[src/rtl/cuckoo_pkg.sv]
// Shared definitions for the two-table cuckoo hash store (lookup and insert paths).
package cuckoo_pkg;

  localparam int KEY_W       = 32;
  localparam int IDX_W       = 5;
  localparam int TABLE_DEPTH = 1 << IDX_W;

  typedef enum logic [2:0] {
    ST_IDLE,
    ST_RD,
    ST_CMP,
    ST_DEL,
    ST_RESP
  } state_t;

  typedef struct packed {
    logic             hit;
    logic             tbl;
    logic [IDX_W-1:0] index;
    logic             dup;
  } resp_t;

endpackage

[src/rtl/cuckoo_lookup_sat_counter.sv]
// Saturating up-counter: holds at all-ones instead of wrapping.
module sat_counter #(
  parameter int CNT_W = 16
) (
  input  logic             clk,
  input  logic             rst,
  input  logic             inc,
  output logic [CNT_W-1:0] value
);

  logic [CNT_W-1:0] value_q, value_d;

  always_comb begin
    value_d = value_q;
    if (inc && (value_q != {CNT_W{1'b1}}))
      value_d = value_q + {{(CNT_W-1){1'b0}}, 1'b1};
  end

  always_ff @(posedge clk) begin
    if (rst) value_q <= '0;
    else     value_q <= value_d;
  end

  assign value = value_q;

endmodule

[src/rtl/cuckoo_lookup.sv]
// Read-side engine of the two-table cuckoo store: parallel probe, hit/dup report, stats.
// Optional delete-on-hit is built only when CUCKOO_DELETE_EN is defined.
module cuckoo_lookup #(
  parameter int KEY_W = cuckoo_pkg::KEY_W,
  parameter int IDX_W = cuckoo_pkg::IDX_W,
  parameter int CNT_W = 16
) (
  input  logic             clk,
  input  logic             rst,
  input  logic             req_valid,
  output logic             req_ready,
  input  logic [KEY_W-1:0] req_key,
  input  logic [IDX_W-1:0] req_index1,
  input  logic [IDX_W-1:0] req_index2,
  input  logic             req_del,
  output logic             t1_rd_en,
  output logic             t2_rd_en,
  output logic [IDX_W-1:0] t1_rd_addr,
  output logic [IDX_W-1:0] t2_rd_addr,
  input  logic [KEY_W-1:0] t1_rd_data,
  input  logic [KEY_W-1:0] t2_rd_data,
  input  logic             t1_rd_filled,
  input  logic             t2_rd_filled,
  output logic             t1_clr_en,
  output logic             t2_clr_en,
  output logic [IDX_W-1:0] t1_clr_addr,
  output logic [IDX_W-1:0] t2_clr_addr,
  output logic             resp_valid,
  input  logic             resp_ready,
  output logic             resp_hit,
  output logic             resp_table,
  output logic [IDX_W-1:0] resp_index,
  output logic             resp_dup,
  output logic [CNT_W-1:0] hit_cnt,
  output logic [CNT_W-1:0] miss_cnt
);
  import cuckoo_pkg::*;

  state_t           state_q, state_d;
  logic [KEY_W-1:0] key_q;
  logic [IDX_W-1:0] idx1_q, idx2_q;
  resp_t            resp_q, resp_d;
  logic             h1, h2, any_hit, accept;
  logic             hit_inc, miss_inc;

  assign accept  = req_valid && (state_q == ST_IDLE);
  assign h1      = t1_rd_filled && (t1_rd_data == key_q);
  assign h2      = t2_rd_filled && (t2_rd_data == key_q);
  assign any_hit = h1 || h2;

`ifdef CUCKOO_DELETE_EN
  logic del_q;
  always_ff @(posedge clk) begin
    if (accept) del_q <= req_del;
  end
`else
  logic unused_req_del;
  assign unused_req_del = req_del;
`endif

  always_ff @(posedge clk) begin
    if (accept) begin
      key_q  <= req_key;
      idx1_q <= req_index1;
      idx2_q <= req_index2;
    end
  end

  always_ff @(posedge clk) begin
    if (rst) state_q <= ST_IDLE;
    else     state_q <= state_d;
  end

  always_comb begin
    state_d = state_q;
    case (state_q)
      ST_IDLE: if (req_valid) state_d = ST_RD;
      ST_RD:   state_d = ST_CMP;
`ifdef CUCKOO_DELETE_EN
      ST_CMP:  state_d = (any_hit && del_q) ? ST_DEL : ST_RESP;
      ST_DEL:  state_d = ST_RESP;
`else
      ST_CMP:  state_d = ST_RESP;
`endif
      ST_RESP: if (resp_ready) state_d = ST_IDLE;
      default: state_d = ST_IDLE;
    endcase
  end

  // Table 1 wins a double hit; the duplicate is flagged rather than resolved.
  always_comb begin
    resp_d       = '0;
    resp_d.hit   = any_hit;
    resp_d.tbl   = !h1 && h2;
    resp_d.dup   = h1 && h2;
    if (h1)      resp_d.index = idx1_q;
    else if (h2) resp_d.index = idx2_q;
  end

  always_ff @(posedge clk) begin
    if (rst)                     resp_q <= '0;
    else if (state_q == ST_CMP)  resp_q <= resp_d;
  end

  always_comb begin
    req_ready   = (state_q == ST_IDLE);
    t1_rd_en    = (state_q == ST_RD);
    t2_rd_en    = (state_q == ST_RD);
    t1_rd_addr  = t1_rd_en ? idx1_q : '0;
    t2_rd_addr  = t2_rd_en ? idx2_q : '0;
    resp_valid  = (state_q == ST_RESP);
    t1_clr_en   = 1'b0;
    t2_clr_en   = 1'b0;
    t1_clr_addr = '0;
    t2_clr_addr = '0;
`ifdef CUCKOO_DELETE_EN
    // Masked by rst so a reset landing in DEL never destroys an entry.
    if ((state_q == ST_DEL) && !rst) begin
      t1_clr_en   = !resp_q.tbl;
      t2_clr_en   = resp_q.tbl;
      t1_clr_addr = resp_q.tbl ? '0 : resp_q.index;
      t2_clr_addr = resp_q.tbl ? resp_q.index : '0;
    end
`endif
  end

  assign resp_hit   = resp_q.hit;
  assign resp_table = resp_q.tbl;
  assign resp_index = resp_q.index;
  assign resp_dup   = resp_q.dup;

  assign hit_inc  = (state_q == ST_CMP) && any_hit;
  assign miss_inc = (state_q == ST_CMP) && !any_hit;

  sat_counter #(.CNT_W(CNT_W)) u_hit_cnt (
    .clk   (clk),
    .rst   (rst),
    .inc   (hit_inc),
    .value (hit_cnt)
  );

  sat_counter #(.CNT_W(CNT_W)) u_miss_cnt (
    .clk   (clk),
    .rst   (rst),
    .inc   (miss_inc),
    .value (miss_cnt)
  );

endmodule

[config.mk]
export PLATFORM = sky130hd
export DESIGN_NAME = cuckoo_lookup
export DESIGN_NICKNAME = d
export VERILOG_FILES = /design/src/rtl/cuckoo_pkg.sv /design/src/rtl/cuckoo_lookup_sat_counter.sv /design/src/rtl/cuckoo_lookup.sv
export SDC_FILE = /design/constraint.sdc
export NUM_CORES = 1
export LEC_CHECK = 0
export ABC_AREA = 0
export CAP_MARGIN = 0
export CORE_MARGIN = 1
export CORE_UTILIZATION = 47
export DETAILED_ROUTE_END_ITERATION = 16
export PLACE_DENSITY = 0.89
export RECOVER_POWER = 25
export SKIP_CTS_REPAIR_TIMING = 1
export SLEW_MARGIN = 30
export SYNTH_ARGS = -nofsm -noshare
export SYNTH_HDL_FRONTEND = slang
export SYNTH_SLANG_ARGS = --single-unit
[constraint.sdc]
create_clock -name clk -period 5.16 [get_ports clk]
set_input_delay 0.774 -clock clk [delete_from_list [all_inputs] [get_ports clk]]
set_output_delay 0.774 -clock clk [all_outputs]
set_load 0.03 [all_outputs]
# Word level (Yosys, flattened, before mapping)
# Cells that the tools add are included.
dict set report totals {
  register_bits 85
  latchBits 0
  mem_bits_rw 0
  rom_bits 0
  inputBits 113
  output_inout_bits 66
  wordCells 42
  n_memories 0
}
dict set report op_classes {
  add_sub_neg 2
  mul 0
  div 0
  magnitude_cmp 0
  n_eq_ne 9
  n_shift 0
  n_mux 7
  n_bitwise 0
  n_reduce_logical 14
}
# cell count
set ops {}
lappend ops {{equality test 32 bit} 2}
lappend ops {{adder 16 x 1 -> 16 bit (second input constant)} 2}
lappend ops {{!= test 16 bit (second input constant)} 2}
lappend ops {{2-to-1 mux 5 bit} 4}
lappend ops {{one-hot mux 3 bit (4 select lines)} 1}
lappend ops {{logical AND 1 bit} 9}
lappend ops {{2-to-1 mux 3 bit} 2}
lappend ops {{equality test 3 x 1 -> 1 bit (second input constant)} 1}
lappend ops {{equality test 3 x 2 -> 1 bit (second input constant)} 1}
lappend ops {{equality test 3 bit (second input constant)} 1}
lappend ops {{logical NOT 3 bit} 1}
lappend ops {{logical NOT 1 bit} 2}
lappend ops {{!= test 2 x 1 -> 1 bit (second input constant)} 1}
lappend ops {{!= test 2 bit (second input constant)} 1}
lappend ops {{AND reduction 2 bit} 1}
lappend ops {{logical OR 1 bit} 1}

# Longest topological paths before layout
dict set report logic_depth {
  depth_word 6
  mapped_depth 8
}

# Hierarchy
# Synthesis repeated with hierarchy kept, for this count alone.
dict set report hier_totals {
  hier_cells 410
  hier_area_um2 4360.4
}
# module n_inst cells_each area_each_um2 seq_area_each_um2
set by_module_without_submodules {}
lappend by_module_without_submodules {cuckoo_lookup 1 212 2663.8 1481.4}
lappend by_module_without_submodules {sat_counter 2 99 848.3 320.3}

# Worst setup path after synthesis
# No wires, ideal clock.
dict set report synth_path {
  kind {input-to-reg}
  from {input t2_rd_data[25]}
  to {register u_hit_cnt.value_q[2] (netlist: u_hit_cnt.value[2])}
  setup_time_ns 0.123
  arrival_ns 2.602
  t_required_ns 5.037
  slack_ns 2.435
  path_stages 8
  path_buffers 1
  cell_sequence {xor2_1 nor4b_1 nand4_1 nor4_4 or2_1 buf_2 and3_1 mux2_1}
}
dict set report synth_between {
  elab_chain_len 5
}
# item line
set synth_lines {}
lappend synth_lines {{start, declared} cuckoo_lookup.sv:21} ;# input logic [KEY_W-1:0] t2_rd_data,
lappend synth_lines {{equality test 32 bit} cuckoo_lookup.sv:48} ;# assign h2 = t2_rd_filled && (t2_rd_data == key_q);
lappend synth_lines {{logical AND 1 bit} cuckoo_lookup.sv:48}
lappend synth_lines {{logical OR 1 bit} cuckoo_lookup.sv:49} ;# assign any_hit = h1 || h2;
lappend synth_lines {{logical AND 1 bit} cuckoo_lookup.sv:132} ;# assign hit_inc = (state_q == ST_CMP) && any_hit;
lappend synth_lines {{logical AND 1 bit} cuckoo_lookup_sat_counter.sv:15} ;# if (inc && (value_q != {CNT_W{1'b1}}))
lappend synth_lines {{end signal, assigned} cuckoo_lookup_sat_counter.sv:21} ;# else value_q <= value_d;
lappend synth_lines {{end, declared} cuckoo_lookup_sat_counter.sv:11} ;# logic [CNT_W-1:0] value_q, value_d;
# Every way passes these cells.
# A chain may end at the register's enable or synchronous reset.

# Worst setup path after layout
dict set report layout_path {
  from {input req_valid}
  to {register key_q[5] (enable)}
}
dict set report layout_between {
  elab_chain_len 1
}
# item line
set layout_lines {}
lappend layout_lines {{start, declared} cuckoo_lookup.sv:10} ;# input logic req_valid,
lappend layout_lines {{logical AND 1 bit} cuckoo_lookup.sv:46} ;# assign accept = req_valid && (state_q == ST_IDLE);
lappend layout_lines {{named net accept} cuckoo_lookup.sv:43} ;# logic h1, h2, any_hit, accept;
lappend layout_lines {{end signal, assigned} cuckoo_lookup.sv:63} ;# key_q <= req_key;
lappend layout_lines {{end, declared} cuckoo_lookup.sv:40} ;# logic [KEY_W-1:0] key_q;
# The timed path passes the listed nets, and every way through them passes these cells.

==> impl_table.tex <==
\begin{tabular}{lr}
\hline
Metric & Value \\
\hline
\multicolumn{2}{l}{\textbf{Route}} \\
Detail-routed net length per standard cell & approximately 17 um \\
Routed Antenna Nets & 0 \\
Via Count & just under 4000 \\
Post-detailed-route via-to-cell ratio & 5.539 \\
TritonRoute pass-1 iters & 5 \\
Aggregate routed wire length & 12540 um \\
Detailed Route Iter0 Violations & 187 \\
Number of remaining DRC errors & 0 \\
\multicolumn{2}{l}{\textbf{Critical path}} \\
Worst setup path endpoint & key\_q[5]\$\_DFFE\_PP\_ \\
Worst path buffer plus inverter count & 1 \\
Data required time at the worst endpoint & 5070 ps \\
First element of the critical path & req\_valid \\
Arrival time reported for the critical path endpoint & about 3300 ps \\
Slowest stage cell on the critical path & and2\_0 \\
Total stage count of the critical path & 2 \\
Setup crit start kind & input pin \\
Maximum net fanout on the critical path & 43 \\
Type of element capturing the critical path & flip-flop \\
Endpoint of the worst register-to-register path & key\_q[5]\$\_DFFE\_PP\_ \\
Crit path max-delay family & simple AND/OR/NAND/NOR gates \\
Number of cells traversed by the worst register-to-register path & 2 \\
Delay contributed by the slowest stage of the critical path & 2020 ps \\
Reg2reg start & state\_q[2]\$\_SDFFE\_PP0P\_ \\
Cells traversed along the worst timing path & clkdlybuf4s50\_1 -> and2\_0 \\
Worst setup slack for register-to-register paths & 1900 ps \\
Class of the most critical setup path & input pin to flip-flop \\
\multicolumn{2}{l}{\textbf{GRT}} \\
Vias in the first global route & roughly 4000 \\
Largest net degree at the start of global routing & 60 \\
Initial antenna violation count & 3 \\
Total Routing Usage GR & 26.39\% \\
Leftover overflow at the end of global routing & 0 \\
Wire length of the first global-routing pass & 20070 um \\
\multicolumn{2}{l}{\textbf{Yosys}} \\
Library cell occupying the most area in the post-synthesis netlist & edfxtp\_1 \\
Post-synth ARST share & 0\% \\
Fraction of post-synthesis cell area in the top cell type by area & between 20\% and 30\% \\
Synthesized area & 4443 sq um \\
Most frequent cells after synthesis & xor2\_1 (56), dfxtp\_1 (43), edfxtp\_1 (42) \\
Leading post-synthesis cells by cell area & edfxtp\_1 (28\%), dfxtp\_1 (19\%), xor2\_1 (11\%) \\
Main synth FF type & dfxtp\_1 \\
Synth Instances & 438 \\
Post-synthesis sequential element count & 85 \\
Count of flip-flops with a built-in enable after synthesis & 42 \\
Yosys warnings & 0 \\
Count of different cell masters after synthesis & 43 \\
Most repeated cell in the gate-level netlist after synthesis & xor2\_1 \\
Mean instance size in the synthesized netlist & 10.14 sq um \\
Register area share after synthesis & 47.76\% \\
\multicolumn{2}{l}{\textbf{Placed design}} \\
Post-detailed-placement cell area & $\sim$6000 sq um \\
Final estimated routing congestion in global placement & 0.8616 \\
\# port buffers & 165 \\
Final HPWL from detailed placement & slightly below 10000 um \\
\multicolumn{2}{l}{\textbf{Timing}} \\
Total count of max-transition violations in the final report & 44 \\
Post-route fraction of the period consumed by the critical path & 65.02\% \\
Final Hold Fails & 0 \\
Final setup violating endpoints & 0 \\
Final-layout setup total negative slack & 0 ps \\
Final critical-path required period & 3355 ps \\
Setup repair after global routing missed its margin & no \\
Largest clock skew in the final design & 14.51 ps \\
Actual transition at the worst max-transition pin & between 2000 and 3000 ps \\
Relative slew slack & -85.73\% \\
Upper clock frequency limit & 298.0 MHz \\
\multicolumn{2}{l}{\textbf{Finish}} \\
Area of all sequential standard cells & 2122 sq um \\
Fraction of layout cells with a size suffix above 1 & 4.967\% \\
Multi-input logic area & 2203 sq um \\
Number of nets in the finished design & 714 \\
Final cell area excluding filler cells & roughly 6300 sq um \\
Layout overhead on the synthesized area & 41.93\% \\
Number of filler cells placed in the layout & between 700 and 800 \\
Finished Core Util & between 60\% and 70\% \\
\multicolumn{2}{l}{\textbf{Floorplanning}} \\
Die H & 99.23 um \\
Count of boundary I/O pins & 179 \\
Effective utilization at floorplan & 48.31\% \\
Horizontal die dimension & 99.23 um \\
Die footprint & 9846 sq um \\
Floorplan core area & a little over 9000 sq um \\
Standard-cell rows & 35 \\
\multicolumn{2}{l}{\textbf{Run status}} \\
Outcome & finished, violations left \\
Violations in the final reports & max-capacitance violations, max-slew violations \\
\multicolumn{2}{l}{\textbf{Clocking}} \\
Max Root-Sink Buffers & 2 \\
CTS Root Buffer Type & clkbuf\_8 \\
Clock transition at the registers of the reported paths & 100 ps \\
CTS Buf Count & 9 \\
Maximum level of the CTS H-tree & 3 \\
TritonCTS clock tree & built \\
Later-pin clock latency in the skew report & 360 ps \\
\# clock sinks & 85 \\
\multicolumn{2}{l}{\textbf{Power and ir drop}} \\
Lkg Pwr & approximately 2.2 nW \\
Maximum vdd drop & approximately 140 uV \\
Pwr Density & 231.6 nW/um\^{}2 \\
Total power after layout & 1.461 mW \\
\multicolumn{2}{l}{\textbf{Job}} \\
Number of maximum-capacitance constraint violations & 1 \\
\multicolumn{2}{l}{\textbf{Worst hold path}} \\
Worst hold path class & flip-flop to flip-flop \\
\hline
\end{tabular}
-- placed cells by master, fill, tap and decap left out, types with 7 or more instances in the layout --
master,count
clkdlybuf4s50_1,121
nand2_1,27
conb_1,12
nor3_1,14
and3_1,7
dfxtp_1,43
o21ai_0,9
edfxtp_1,42
nor2b_1,18
mux2_1,8
and2_1,13
xor2_1,56
dlygate4sd3_1,43
nand4_1,12
nor2_1,31
a21oi_1,18
clkbuf_8,9
nor4_1,24
nand3_1,15
xnor2_1,13
-- state kept, by name, indices dropped and copies added (netlist names) --
register / count
key_q: 32
u_hit_cnt.value: 16
u_miss_cnt.value: 16
idx1_q: 5
idx2_q: 5
resp_index: 5
state_q: 3
resp_dup: 1
resp_hit: 1
resp_table: 1
-- kinds of logic (layout without fill, tap and decap cells) --
kind of cell | after synthesis | after routing | synth area share, %
simple gates | 194 | 194 | 24.78
flops | 85 | 85 | 47.76
xor+xnor | 69 | 69 | 13.60
compound gates | 43 | 43 | 5.632
buf+inv | 28 | 183 | 3.576
mux | 16 | 16 | 3.999
fa+ha+maj | 2 | 2 | 0.5631
other cells | 1 | 15 | 0.08440
-- per-layer routing --
layer	global-route usage, %	up-vias	wire, um
met1	30.26	1880	4801
met2	46.10	181	6488
met4	13.24	0	419
met3	6.254	34	828
li1	-	1882	-
met5	0	-	0
-- layout make-up --
| class | count | share of cell area [%] |
|---|---|---|
| multi-input cells | 336 | 34.94 |
| flip-flops and latches | 85 | 33.65 |
| repair buffers | 166 | 26.27 |
| well taps | 111 | 2.202 |
| clock buffers | 10 | 2.044 |
| clock inverters | 6 | 0.7143 |
| diodes | 3 | 0.1190 |
| inverters | 1 | 0.05952 |
-- report_power, final --
part | internal [mW] | switching [mW]
sequential | 0.743 | 0.0215
combinational | 0.121 | 0.129
clock | 0.183 | 0.263
total | 1.05 | 0.413
-- how the worst min path moves through the flow --
stage,from,endpoint,cells past startpoint
3_5_place_dp,resp_dup$_SDFFE_PP0P_,resp_dup$_SDFFE_PP0P_,2
2_1_floorplan,idx2_q[0]$_DFFE_PP_,resp_index[0]$_SDFFE_PP0P_,2
4_1_cts,resp_dup$_SDFFE_PP0P_,resp_dup$_SDFFE_PP0P_,2
5_1_grt,resp_dup$_SDFFE_PP0P_,resp_dup$_SDFFE_PP0P_,2
6_report,resp_dup$_SDFFE_PP0P_,resp_dup$_SDFFE_PP0P_,2
3_3_place_gp,resp_dup$_SDFFE_PP0P_,resp_dup$_SDFFE_PP0P_,2
-- per-stage QoR --
step	instances	hold slack, ps	setup slack, ps
floorplan	449	522.1	2435
global placement	699	441.7	1632
detailed placement	699	447.8	1563
CTS	715	462.2	1916
global route	717	479.5	1593
finish	718	461.0	1805
Note: power is estimated with default switching activity, not from simulation.
